File: src/rtl/io_in_pad_filt.sv
// io_in_pad_filt
//   Chip-boundary input pad for a WIDTH-bit bundle of asynchronous pins.
//   Each bit passes through a SYNC_STAGES-deep synchroniser and a glitch
//   filter. The filtered value is fanned out FANOUT times, and one-cycle
//   rise/fall pulses mark each filtered transition.
//
// Ports
//   clk      in   1             rising-edge clock
//   rst      in   1             asynchronous active-low reset
//   top_pin  in   WIDTH         raw asynchronous pad inputs
//   pin_out  out  FANOUT*WIDTH  filtered copies, copy k of bit i at k*WIDTH+i
//   rise     out  WIDTH         one-cycle pulse on filtered 0->1
//   fall     out  WIDTH         one-cycle pulse on filtered 1->0
module io_in_pad_filt #(
    parameter int unsigned WIDTH         = 1,
    parameter int unsigned FANOUT        = 4,
    parameter int unsigned SYNC_STAGES   = 2,
    parameter int unsigned FILTER_CYCLES = 4,
    parameter logic        RESET_VAL     = 1'b0
) (
    input  logic                      clk,
    input  logic                      rst,
    input  logic [WIDTH-1:0]          top_pin,
    output logic [FANOUT*WIDTH-1:0]   pin_out,
    output logic [WIDTH-1:0]          rise,
    output logic [WIDTH-1:0]          fall
);

    localparam int unsigned          CNT_W    = $clog2(FILTER_CYCLES + 1);
    localparam logic [CNT_W-1:0]     CNT_LAST = CNT_W'(FILTER_CYCLES - 1);

    logic [WIDTH-1:0] sync_q [SYNC_STAGES];
    logic [WIDTH-1:0] sync_last;

    logic [WIDTH-1:0] stable_q, stable_d;
    logic [WIDTH-1:0] rise_q, rise_d;
    logic [WIDTH-1:0] fall_q, fall_d;
    logic [CNT_W-1:0] cnt_q [WIDTH];
    logic [CNT_W-1:0] cnt_d [WIDTH];

    // Plain shift chain, no logic between stages.
    always_ff @(posedge clk or negedge rst) begin
        if (!rst) begin
            for (int unsigned s = 0; s < SYNC_STAGES; s++) begin
                sync_q[s] <= {WIDTH{RESET_VAL}};
            end
        end else begin
            sync_q[0] <= top_pin;
            for (int unsigned s = 1; s < SYNC_STAGES; s++) begin
                sync_q[s] <= sync_q[s-1];
            end
        end
    end

    assign sync_last = sync_q[SYNC_STAGES-1];

    // A differing run must reach FILTER_CYCLES samples to commit; any
    // matching sample throws the partial run away.
    always_comb begin
        stable_d = stable_q;
        rise_d   = '0;
        fall_d   = '0;
        for (int unsigned i = 0; i < WIDTH; i++) begin
            cnt_d[i] = cnt_q[i];
            if (sync_last[i] == stable_q[i]) begin
                cnt_d[i] = '0;
            end else if (cnt_q[i] == CNT_LAST) begin
                stable_d[i] = sync_last[i];
                cnt_d[i]    = '0;
                rise_d[i]   = sync_last[i];
                fall_d[i]   = ~sync_last[i];
            end else begin
                cnt_d[i] = cnt_q[i] + CNT_W'(1);
            end
        end
    end

    always_ff @(posedge clk or negedge rst) begin
        if (!rst) begin
            stable_q <= {WIDTH{RESET_VAL}};
            rise_q   <= '0;
            fall_q   <= '0;
            for (int unsigned i = 0; i < WIDTH; i++) begin
                cnt_q[i] <= '0;
            end
        end else begin
            stable_q <= stable_d;
            rise_q   <= rise_d;
            fall_q   <= fall_d;
            for (int unsigned i = 0; i < WIDTH; i++) begin
                cnt_q[i] <= cnt_d[i];
            end
        end
    end

    // Pure wire fanout; edge pulses line up with the new pin_out value.
    assign pin_out = {FANOUT{stable_q}};
    assign rise    = rise_q;
    assign fall    = fall_q;

endmodule

File: config.mk
export PLATFORM = sky130hd
export DESIGN_NAME = io_in_pad_filt
export DESIGN_NICKNAME = d
export VERILOG_FILES = /design/src/rtl/io_in_pad_filt.sv
export SDC_FILE = /design/constraint.sdc
export NUM_CORES = 1
export LEC_CHECK = 0
export ABC_AREA = 1
export ABC_CLOCK_PERIOD_IN_PS = 2500
export BUFFER_PORTS_ARGS = -buffer_cell sky130_fd_sc_hd__buf_4
export CAP_MARGIN = 5
export CORE_AREA = 5 5 42 44
export DETAILED_ROUTE_END_ITERATION = 7
export DIE_AREA = 0 0 47 49
export PLACE_DENSITY = 0.54
export SLEW_MARGIN = 10
export SYNTH_ARGS = -nofsm -noshare
export SYNTH_HDL_FRONTEND = slang
export SYNTH_SLANG_ARGS = --single-unit
File: constraint.sdc
create_clock -name clk -period 2.5 [get_ports clk]
set_clock_uncertainty 0.15 [all_clocks]
set_input_delay 0.125 -clock clk [delete_from_list [all_inputs] [get_ports clk]]
set_output_delay 0.125 -clock clk [all_outputs]
set_load 0.005 [all_outputs]
# --- Word-level counts from Yosys, hierarchy flattened ---
# Cells that the tools add are included.
# Widths: inputs -> output; s select.
totals:
  input_bits: 3
  regBits: 8
  output_inout_bits: 6
  elab_cells: 18
classes:
  mux: 6
  eq_ne: 2
  bitwise: 2
  n_reduce_logical: 1
  n_addsub: 1
ops:
  columns: ["op", "n"]
  rows:
  - ["$mux 3", 2]
  - ["$mux 1", 4]
  - ["$add 3x1->3 const B", 1]
  - ["$eq 3x2->1 const B", 1]
  - ["$not 1->1", 2]
  - ["$reduce_and 2->1", 1]
  - ["$eq 1x1->1", 1]

# --- Logic depth before layout (Yosys ltp) ---
# Gate-level depths: netlist (run 1).
logic_depth:
  ltp_word: 3
  mapped_depth: 4
  depth_no_buf: 4

# --- Worst setup path before layout (run 1) ---
# OpenSTA, ideal clock, no wires.
synth_timing:
  path_type: "register -> register"
  startpoint: "register cnt_q[0] (netlist bit)"
  endpoint: "register cnt_q[0] (netlist bit)"
  setup_time_ns: 0.071
  t_arrival_ns: 0.814
  setup_slack_ns: 1.465
  n_path_buf: 0
  required_time_ns: 2.279
  period_less_slack_ns: 1.035
  path_stages_with_launch: 5
  cell_sequence: "dfrtp_1 > ha_1 > nand2_1 > nand2_1 > nor2_1"
synth_rtl:
  columns: ["element", "line", "source"]
  rows:
  - ["from (decl)", "38", "logic [CNT_W-1:0] cnt_q [WIDTH];"]
  - ["from (signal, indexed assignment)", "91", "cnt_q[i] <= cnt_d[i];"]

# --- Worst setup path after layout (run 1) ---
layout_timing:
  startpoint: "register stable_q"
  endpoint: "output port pin_out[0]"
layout_rtl:
  columns: ["element", "line", "source"]
  rows:
  - ["from (decl)", "35", "logic [WIDTH-1:0] stable_q, stable_d;"]
  - ["from (signal assigned)", "80", "stable_q <= {WIDTH{RESET_VAL}};"]
  - ["from (signal assigned)", "87", "stable_q <= stable_d;"]
  - ["to (decl)", "24", "output logic [FANOUT*WIDTH-1:0] pin_out,"]
# No word-level cell between the ends.

==> results of run 1 <==
layer usage:
layer / vias up / routed length, um / track usage
met4: 0 / 0 / 0.0138
met3: 0 / 96 / 0.0701
met1: 90 / 193 / 0.0567
met2: 12 / 166 / 0.0588
met5: - / 0 / 0
li1: 112 / - / -
where the power goes:
| group | switching (mW) | leakage, nW | internal [mW] |
|---|---|---|---|
| Combinational | 0.0534 | 0.106 | 0.0626 |
| Clock | 0.0425 | 0.0138 | 0.0548 |
| Sequential | 0.0183 | 0.103 | 0.154 |
timing repair:
item / 4_1_cts / 5_1_grt
hold buffers: 2 / 0
endpoints found under the hold margin: 9 / 0
endpoints found under the setup margin: 0 / 0
worst paths after layout:
| check | to | from |
|---|---|---|
| min in group clk | sync_last | sync_q[1] |
| hold / removal | cnt_q[0] | rst |
| setup / recovery | pin_out[0] | stable_q |
| max in group asynchronous | sync_last | rst |
| hold reg to reg | sync_last | sync_q[1] |
| setup reg to reg | cnt_q[1] | cnt_q[0] |
logic make-up (layout without fill, tap and decap cells):
| family | after synthesis | count (layout) | share of synthesized area |
|---|---|---|---|
| simple gates | 15 | 15 | 0.190 |
| buf+inv | 9 | 18 | 0.151 |
| flops | 8 | 8 | 0.620 |
| fa+ha+maj | 1 | 1 | 0.0388 |
flip-flops by register name (all words and copies together), names as in the netlist:
name,cells
stable_q,1
sync_last,1
rise,1
sync_q,1
cnt_q,3
fall,1
area by class of cell:
cell class | count | area [um2]
fillers | 148 | 986
flip-flops and latches | 8 | 200
repair buffers | 10 | 80.1
multi-input cells | 16 | 73.8
clock buffers | 3 | 22.5
well taps | 16 | 20.0
inverters | 5 | 18.8
cell usage in the layout (no fill, tap or decap), drive strengths merged:
master	Yosys	final
buf	4	8
clkbuf	0	3
dfrtp	8	8
dlygate4sd3	0	2
ha	1	1
inv	5	5
nand2	9	9
nand3	1	1
nor2	4	4
nor3	1	1
stage by stage:
step                      setup slack [ns]  area (um2)
after floorplan                       1.46         323
after global placement                1.41         373
after detailed placement              1.40         373
after CTS                             1.36         415
after global routing                  1.31         415
final                                 1.37         415
==> impl_metrics.json, run 1 <==
{
  "arrival_ns": 0.85,
  "slowest_delay_ns": 0.44,
  "gp_congestion": 0.698,
  "cp_top_family": "flip-flops",
  "critical_path_buf_inv_count": 1,
  "drv_cap": 0,
  "syn-num-nets": 37,
  "die_h_um": 49,
  "n_antenna_cell": 0,
  "antenna_found_initial": 0,
  "finalPower_mw": 0.385,
  "ys_top_cells_by_area": "dfrtp_1, buf_4, nand2_1, inv_1, nor2_1",
  "clock-root-buffer": "clkbuf_4",
  "synth_seq_area_share": 0.620,
  "synth_top_area_cell": "dfrtp_1",
  "synth_edf_count": 0,
  "utilization": 0.296,
  "status": "finished, final reports clean",
  "die_w_um": 47,
  "drtIter0Drc": 0,
  "worst_pin_slew_ns": 0.193,
  "crit_chain": "buf_4",
  "rsz0062_at_grt": "false",
  "final_cells": 58,
  "yosysUniqueCellTypes": 9,
  "synth_cells": 33,
  "syn_avg_cell_area_um2": 9.78,
  "numCtsBuffers": 3,
  "period_needed_ns": 1.13,
  "startpoint_type": "flop",
  "finalSetupTns_ns": 0,
  "synth_top_cell_area_share": 0.620,
  "cts.sinks": 8,
  "final.period_utilization": 0.451,
  "max_freq_ghz": 0.887,
  "cts_tree": "yes",
  "r2r_slack_ns": 1.38,
  "power.density_nw_per_um2": 928,
  "start_util": 0.230,
  "first_global_vias": 197,
  "wl_um": 456,
  "drt-pass1-iter-count": 1,
  "ff2ff_path_depth": 4,
  "placed_cells": 53,
  "grt_start_max_net_pins": 9,
  "overflow": 0,
  "rows": 14,
  "h-tree-depth": 1,
  "port-buffer-count": 8,
  "ir_worst_vdd_mv": 0.576,
  "vias": 214,
  "cp-end-kind": "output port",
  "fin_hold_ws_ns": 0.0629,
  "drive_above_1_share": 0.286,
  "drc": 0,
  "synthFlopType": "dfrtp_1",
  "grt_usage": 0.0519,
  "drtAntennaViolNets": 0,
  "relSlewSlack": 0.872,
  "wl_per_cell_um": 7.86,
  "cts_repair_resize_count": 0,
  "drt-vias-per-instance": 3.69,
  "clock_latency_ns": 0.25,
  "async_flop_share": 1.00,
  "area_growth_syn_to_layout_pct": 28.7,
  "cts_setup_buffers": 0,
  "clk_path_buf_depth": 2,
  "slowest_stage": "dfrtp_1",
  "hold_class": "in -> async",
  "cp.depth": 1,
  "crit_type": "reg -> out",
  "hold_violations": 0,
  "clkTransAtPathRegs_ns": 0.06,
  "path_max_fanout": 7,
  "coreArea_um2": 1400,
  "setup_violations": 0,
  "yosys_register_bits": 8,
  "die_area_um2": 2300,
  "synth_area_um2": 323,
  "ios": 9,
  "finalMaxSlewViolations": 0,
  "ys_warn_count": 0,
  "fin_nets": 48,
  "ys_top_cells_by_count": "dfrtp_1, nand2_1, inv_1",
  "p_leak_nw": 0.223,
  "grt_pass1_wl_um": 765,
  "required_ns": 2.23
}
(Power assumes the default switching activity.)
==> inputs of run 2 (changes only) <==
--- a/config.mk
+++ b/config.mk
@@ -6,13 +6,13 @@
 export NUM_CORES = 1
 export LEC_CHECK = 0
 export ABC_AREA = 1
-export ABC_CLOCK_PERIOD_IN_PS = 2500
+export ABC_CLOCK_PERIOD_IN_PS = 990
 export BUFFER_PORTS_ARGS = -buffer_cell sky130_fd_sc_hd__buf_4
 export CAP_MARGIN = 5
 export CORE_AREA = 5 5 42 44
 export DETAILED_ROUTE_END_ITERATION = 7
 export DIE_AREA = 0 0 47 49
-export PLACE_DENSITY = 0.54
+export PLACE_DENSITY = 0.56
 export SLEW_MARGIN = 10
 export SYNTH_ARGS = -nofsm -noshare
 export SYNTH_HDL_FRONTEND = slang
==> constraint.sdc (replaced) <==
create_clock -name clk -period 0.99 [get_ports clk]
set_clock_uncertainty 0.15 [all_clocks]
set_input_delay 0.0495 -clock clk [delete_from_list [all_inputs] [get_ports clk]]
set_output_delay 0.0495 -clock clk [all_outputs]
set_load 0.005 [all_outputs]
==> run 2 against run 1 <==
Compared with the run above:
- the flow now finishes with violations (setup timing)
- largest cell class unchanged
- setup slack worse by 1.5 ns
- critical path type unchanged
- sequential power rose to 2.5 times the previous value
- worst hold slack improved by 0.14 ns
- via count grew 14%
- die area did not move
- clock-buffer cell count is the same
- combinational power rose to 4.2 times the previous value
- flip-flop and latch count unchanged
- routed wire length up 41%
- first-iteration DRC count rose by 3
==> impl_metrics.json, run 2 (synthesis results as in run 1) <==
{
  "status": "finished with violations",
  "violations": "setup timing",
  "drc": 0,
  "rows": 14,
  "clock-root-buffer": "clkbuf_4",
  "port-buffer-count": 8,
  "ios": 9,
  "ir_worst_vdd_mv": 0.987,
  "coreArea_um2": 1400,
  "wl_per_cell_um": 10.5,
  "grt_usage": 0.0744,
  "drt-vias-per-instance": 3.98,
  "relSlewSlack": 0.881,
  "worstSetupStartpoint": "stable_q",
  "cp-end-kind": "output port",
  "clkTransAtPathRegs_ns": 0.05,
  "regMostFlops": "cnt_q",
  "grt_start_max_net_pins": 9,
  "reg2reg_to": "cnt_q[0]",
  "cts_tree": "yes",
  "hold_class": "reg -> reg",
  "final_area_um2": 489,
  "n_fill_cell": 147,
  "reg2reg_from": "cnt_q[0]",
  "crit_chain": "buf_6, buf_6",
  "p_leak_nw": 0.243,
  "largest_reg_flops": 3,
  "start_util": 0.230,
  "pre_cts_ws_ns": -0.0710,
  "hold_violations": 0,
  "hpwlAfterDp_um": 436,
  "area_growth_syn_to_layout_pct": 51.6,
  "worst_pin_slew_ns": 0.178,
  "clk_path_buf_depth": 2,
  "ff2ff_path_depth": 4,
  "path_max_fanout": 4,
  "drt-pass1-iter-count": 4,
  "drv_cap": 0,
  "startpoint_type": "flop",
  "clock_latency_ns": 0.25,
  "die_area_um2": 2300,
  "slowest_stage": "dfrtp_1",
  "max_freq_ghz": 0.932,
  "power.density_nw_per_um2": 2390,
  "endpoint": "pin_out[3]",
  "vias": 243,
  "drive_above_1_share": 0.422,
  "gp_congestion": 0.759,
  "rsz0062_at_grt": "true",
  "n_antenna_cell": 0,
  "period_needed_ns": 1.07,
  "grt_pass1_wl_um": 1100,
  "h-tree-depth": 1,
  "place_area_um2": 395,
  "finalPower_mw": 1.17,
  "final_common_cell": "dfrtp_1",
  "crit_type": "reg -> out",
  "overflow": 0,
  "drtAntennaViolNets": 0,
  "r2r_slack_ns": -0.07,
  "finalMaxSlewViolations": 0,
  "die_w_um": 47,
  "layout_common_cells": "dfrtp_1, nand2_1, buf_4, buf_6",
  "cts.sinks": 8,
  "fin_ws_ns": -0.0827,
  "setup_violations": 10,
  "final.period_utilization": 1.08,
  "placed_cells": 54,
  "wl_um": 641,
  "antenna_found_initial": 0,
  "final_cells": 61,
  "numCtsBuffers": 3,
  "slowest_delay_ns": 0.38,
  "first_global_vias": 274,
  "finalSetupTns_ns": -0.564,
  "crit_top_cell": "buf_6",
  "drtIter0Drc": 3,
  "arrival_ns": 0.87,
  "die_h_um": 49,
  "fin_nets": 51,
  "required_ns": 0.79
}
run 2: per-stage QoR:
stage / utilization / hold WS, ns
after detailed placement: 0.282 / -0.276
after CTS: 0.349 / 0.204
after global routing: 0.349 / 0.225
after floorplan: - / -0.396
final: 0.349 / 0.202
after global placement: 0.282 / -0.278
run 2: how the worst min path moves through the flow:
stage / start / end / slack, ns / cells after the start
floorplan: rst / cnt_q[0] / -0.40 / 0
global placement: rst / cnt_q[2] / -0.28 / 1
detailed placement: rst / cnt_q[2] / -0.28 / 1
CTS: sync_q[1] / sync_last / 0.20 / 0
global route: sync_q[1] / sync_last / 0.23 / 0
finish: sync_q[1] / sync_last / 0.20 / 0
run 2: where the power goes:
part / internal (mW) / total [mW] / switching [mW]
clock: 0.139 / 0.249 / 0.110
combinational: 0.285 / 0.483 / 0.198
sequential: 0.389 / 0.438 / 0.0495
run 2: metal layers:
layer | track usage | routed length (um) | up-vias
met3 | 0.0332 | 45 | 5
met4 | 0.0876 | 39 | 0
met5 | 0 | 0 | -
met2 | 0.106 | 338 | 10
met1 | 0.0673 | 218 | 109
li1 | - | - | 119
run 2: worst max-delay path: cells and delay by family (launching register included):
family                 cells  cell delay (ns)
flip-flops                 1             0.38
buffers and inverters      2             0.24
run 2: layout make-up:
| type | count | area, um2 | area share |
|---|---|---|---|
| Sequential cell | 8 | 200 | 0.409 |
| Clock buffer | 3 | 22.5 | 0.0460 |
| Tap cell | 16 | 20.0 | 0.0409 |
| Inverter | 5 | 18.8 | 0.0384 |
| Timing Repair Buffer | 13 | 124 | 0.253 |
| Multi-Input combinational cell | 16 | 104 | 0.212 |
run 2: repair_timing:
item | CTS | global route
setup endpoints to repair | 10 | 10
hold buffers | 3 | 0
endpoints found under the hold margin | 9 | 0
buffers inserted | 1 | 0
resized for setup | 9 | 0
pin swaps | 1 | 0
==> inputs of run 3 (changes only) <==
--- a/config.mk
+++ b/config.mk
@@ -7,12 +7,12 @@
 export LEC_CHECK = 0
 export ABC_AREA = 1
 export ABC_CLOCK_PERIOD_IN_PS = 990
-export BUFFER_PORTS_ARGS = -buffer_cell sky130_fd_sc_hd__buf_4
 export CAP_MARGIN = 5
 export CORE_AREA = 5 5 42 44
 export DETAILED_ROUTE_END_ITERATION = 7
 export DIE_AREA = 0 0 47 49
-export PLACE_DENSITY = 0.56
+export DONT_BUFFER_PORTS = 1
+export PLACE_DENSITY = 0.5
 export SLEW_MARGIN = 10
 export SYNTH_ARGS = -nofsm -noshare
 export SYNTH_HDL_FRONTEND = slang
==> run 3 against run 2 <==
Compared with the run above:
- the run ends with hold timing, setup timing left
- sequential power rose by 2%
- global-route usage fell by 1.8 points
- final cell count fell by 16%
- critical path depth fell by 1
- critical path type unchanged
==> impl_metrics.json, run 3 (synthesis results as in run 1) <==
{
  "status": "finished with violations",
  "violations": "hold timing, setup timing",
  "period_needed_ns": 1.02,
  "register_area_um2": 200,
  "fin_ws_ns": -0.0275,
  "fin_nets": 41,
  "drtAntennaViolNets": 0,
  "cp_top_family": "flip-flops",
  "arrival_ns": 0.82,
  "clock_latency_ns": 0.25,
  "final.period_utilization": 1.03,
  "place_area_um2": 335,
  "ir_worst_vdd_mv": 0.691,
  "grt_usage": 0.0568,
  "reg2reg_from": "cnt_q[0]",
  "required_ns": 0.79,
  "clk_path_buf_depth": 2,
  "grt_pass1_wl_um": 876,
  "area_growth_syn_to_layout_pct": 21.3,
  "multi_input_area_um2": 98.8,
  "crit_chain": "buf_6",
  "critical_path_buf_inv_count": 1,
  "ios": 9,
  "first_global_vias": 209,
  "n_antenna_cell": 0,
  "n_fill_cell": 154,
  "cts_setup_buffers": 0,
  "clock-root-buffer": "clkbuf_4",
  "startpoint_type": "flop",
  "hold_class": "in -> async",
  "clkTransAtPathRegs_ns": 0.06,
  "grt_start_max_net_pins": 9,
  "numCtsBuffers": 3,
  "hold_violations": 8,
  "drv_cap": 0,
  "largest_reg_flops": 3,
  "die_w_um": 47,
  "gp_congestion": 0.717,
  "coreArea_um2": 1400,
  "rsz0062_at_grt": "true",
  "p_leak_nw": 0.190,
  "cp-end-kind": "output port",
  "cts.sinks": 8,
  "die_area_um2": 2300,
  "port-buffer-count": 0,
  "final_cells": 51,
  "antenna_found_initial": 0,
  "regMostFlops": "cnt_q",
  "finalMaxSlewViolations": 0,
  "die_h_um": 49,
  "rows": 14,
  "layout_common_cells": "dfrtp_1, nand2_1, inv_1, nor2_1, clkbuf_4",
  "worst_pin_slew_ns": 0.353,
  "vias": 195,
  "crit_type": "reg -> out",
  "wl_per_cell_um": 9.53,
  "drt-pass1-iter-count": 3,
  "drtIter0Drc": 7,
  "power.density_nw_per_um2": 2420,
  "h-tree-depth": 1,
  "cts_tree": "yes",
  "slowest_stage": "dfrtp_1",
  "start_util": 0.230,
  "slowest_delay_ns": 0.42,
  "placed_cells": 46,
  "utilization": 0.279,
  "setup_violations": 6,
  "final_area_um2": 392,
  "final_common_cell": "dfrtp_1",
  "overflow": 0,
  "drc": 0,
  "fin_hold_ws_ns": -0.0102,
  "relSlewSlack": 0.764,
  "reg2reg_to": "cnt_q[1]",
  "drt-vias-per-instance": 3.82,
  "path_max_fanout": 4,
  "r2r_slack_ns": -0.02,
  "ff2ff_path_depth": 3,
  "max_freq_ghz": 0.983,
  "wl_um": 486,
  "drive_above_1_share": 0.229
}
==> run 3: changes by cell type in the layout (fill, tap and decap cells not counted) <==
| cell | previous run | this run |
|---|---|---|
| inv_1 | 4 | 5 |
| dlygate4sd3_1 | 3 | 2 |
| nor3_2 | 1 | 0 |
| buf_6 | 5 | 1 |
| nor3_1 | 0 | 1 |
| buf_4 | 5 | 0 |
| inv_2 | 1 | 0 |
==> run 3: how the worst max path moves through the flow <==
stage,start,to,cells past startpoint
detailed placement,cnt_q[0],cnt_q[1],4
global route,cnt_q[0],cnt_q[0],4
floorplan,cnt_q[0],cnt_q[1],3
finish,stable_q,pin_out[2],1
CTS,stable_q,pin_out[2],1
global placement,cnt_q[0],cnt_q[1],4
==> run 3: timing repair <==
action / CTS / global route
hold buffers: 2 / 0
setup endpoints to repair: 9 / 10
gates cloned: 0 / 0
pin swaps: 5 / 0
hold endpoints to repair: 9 / 0
resized for setup: 3 / 0
==> run 3: worst register-to-register path, stage by stage (launching register included) <==
cell and delay, ns:
dfrtp_1 0.41, ha_4 0.27, nand2_1 0.04, nor2_1 0.08
==> run 3: metrics by stage <==
| step | setup WS [ns] | power [mW] | TNS, ns | hold WS, ns |
|---|---|---|---|---|
| after floorplan | 0.00736 | 0.708 | 0 | -0.396 |
| after global placement | -0.0457 | 0.674 | -0.0879 | -0.396 |
| after detailed placement | -0.0594 | 0.682 | -0.141 | -0.396 |
| after CTS | -0.0380 | 0.967 | -0.189 | 0.00180 |
| after global routing | -0.0849 | 1.06 | -0.701 | 0.00796 |
| final | -0.0275 | 0.946 | -0.145 | -0.0102 |
==> run 3: area by class of cell <==
cell class	count	share of cell area
sequential	8	0.511
clock buffer	3	0.0575
multi-input combinational	16	0.252
tap	16	0.0511
inverter	5	0.0479
timing repair buffer	3	0.0799
==> run 3: per-layer routing <==
layer,GRT usage,vias up,part of all wire
li1,-,99,-
met5,0,-,0
met2,0.0701,6,0.51
met3,0.0332,0,0.078
met1,0.0676,90,0.41
met4,0.0461,0,0
==> run 3: where the power goes <==
part | total, mW | internal (mW) | switching (mW) | leakage (nW)
logic | 0.256 | 0.119 | 0.137 | 0.0728
registers | 0.447 | 0.389 | 0.0586 | 0.103
clock network | 0.244 | 0.138 | 0.105 | 0.0138
total | 0.946 | 0.646 | 0.300 | 0.190
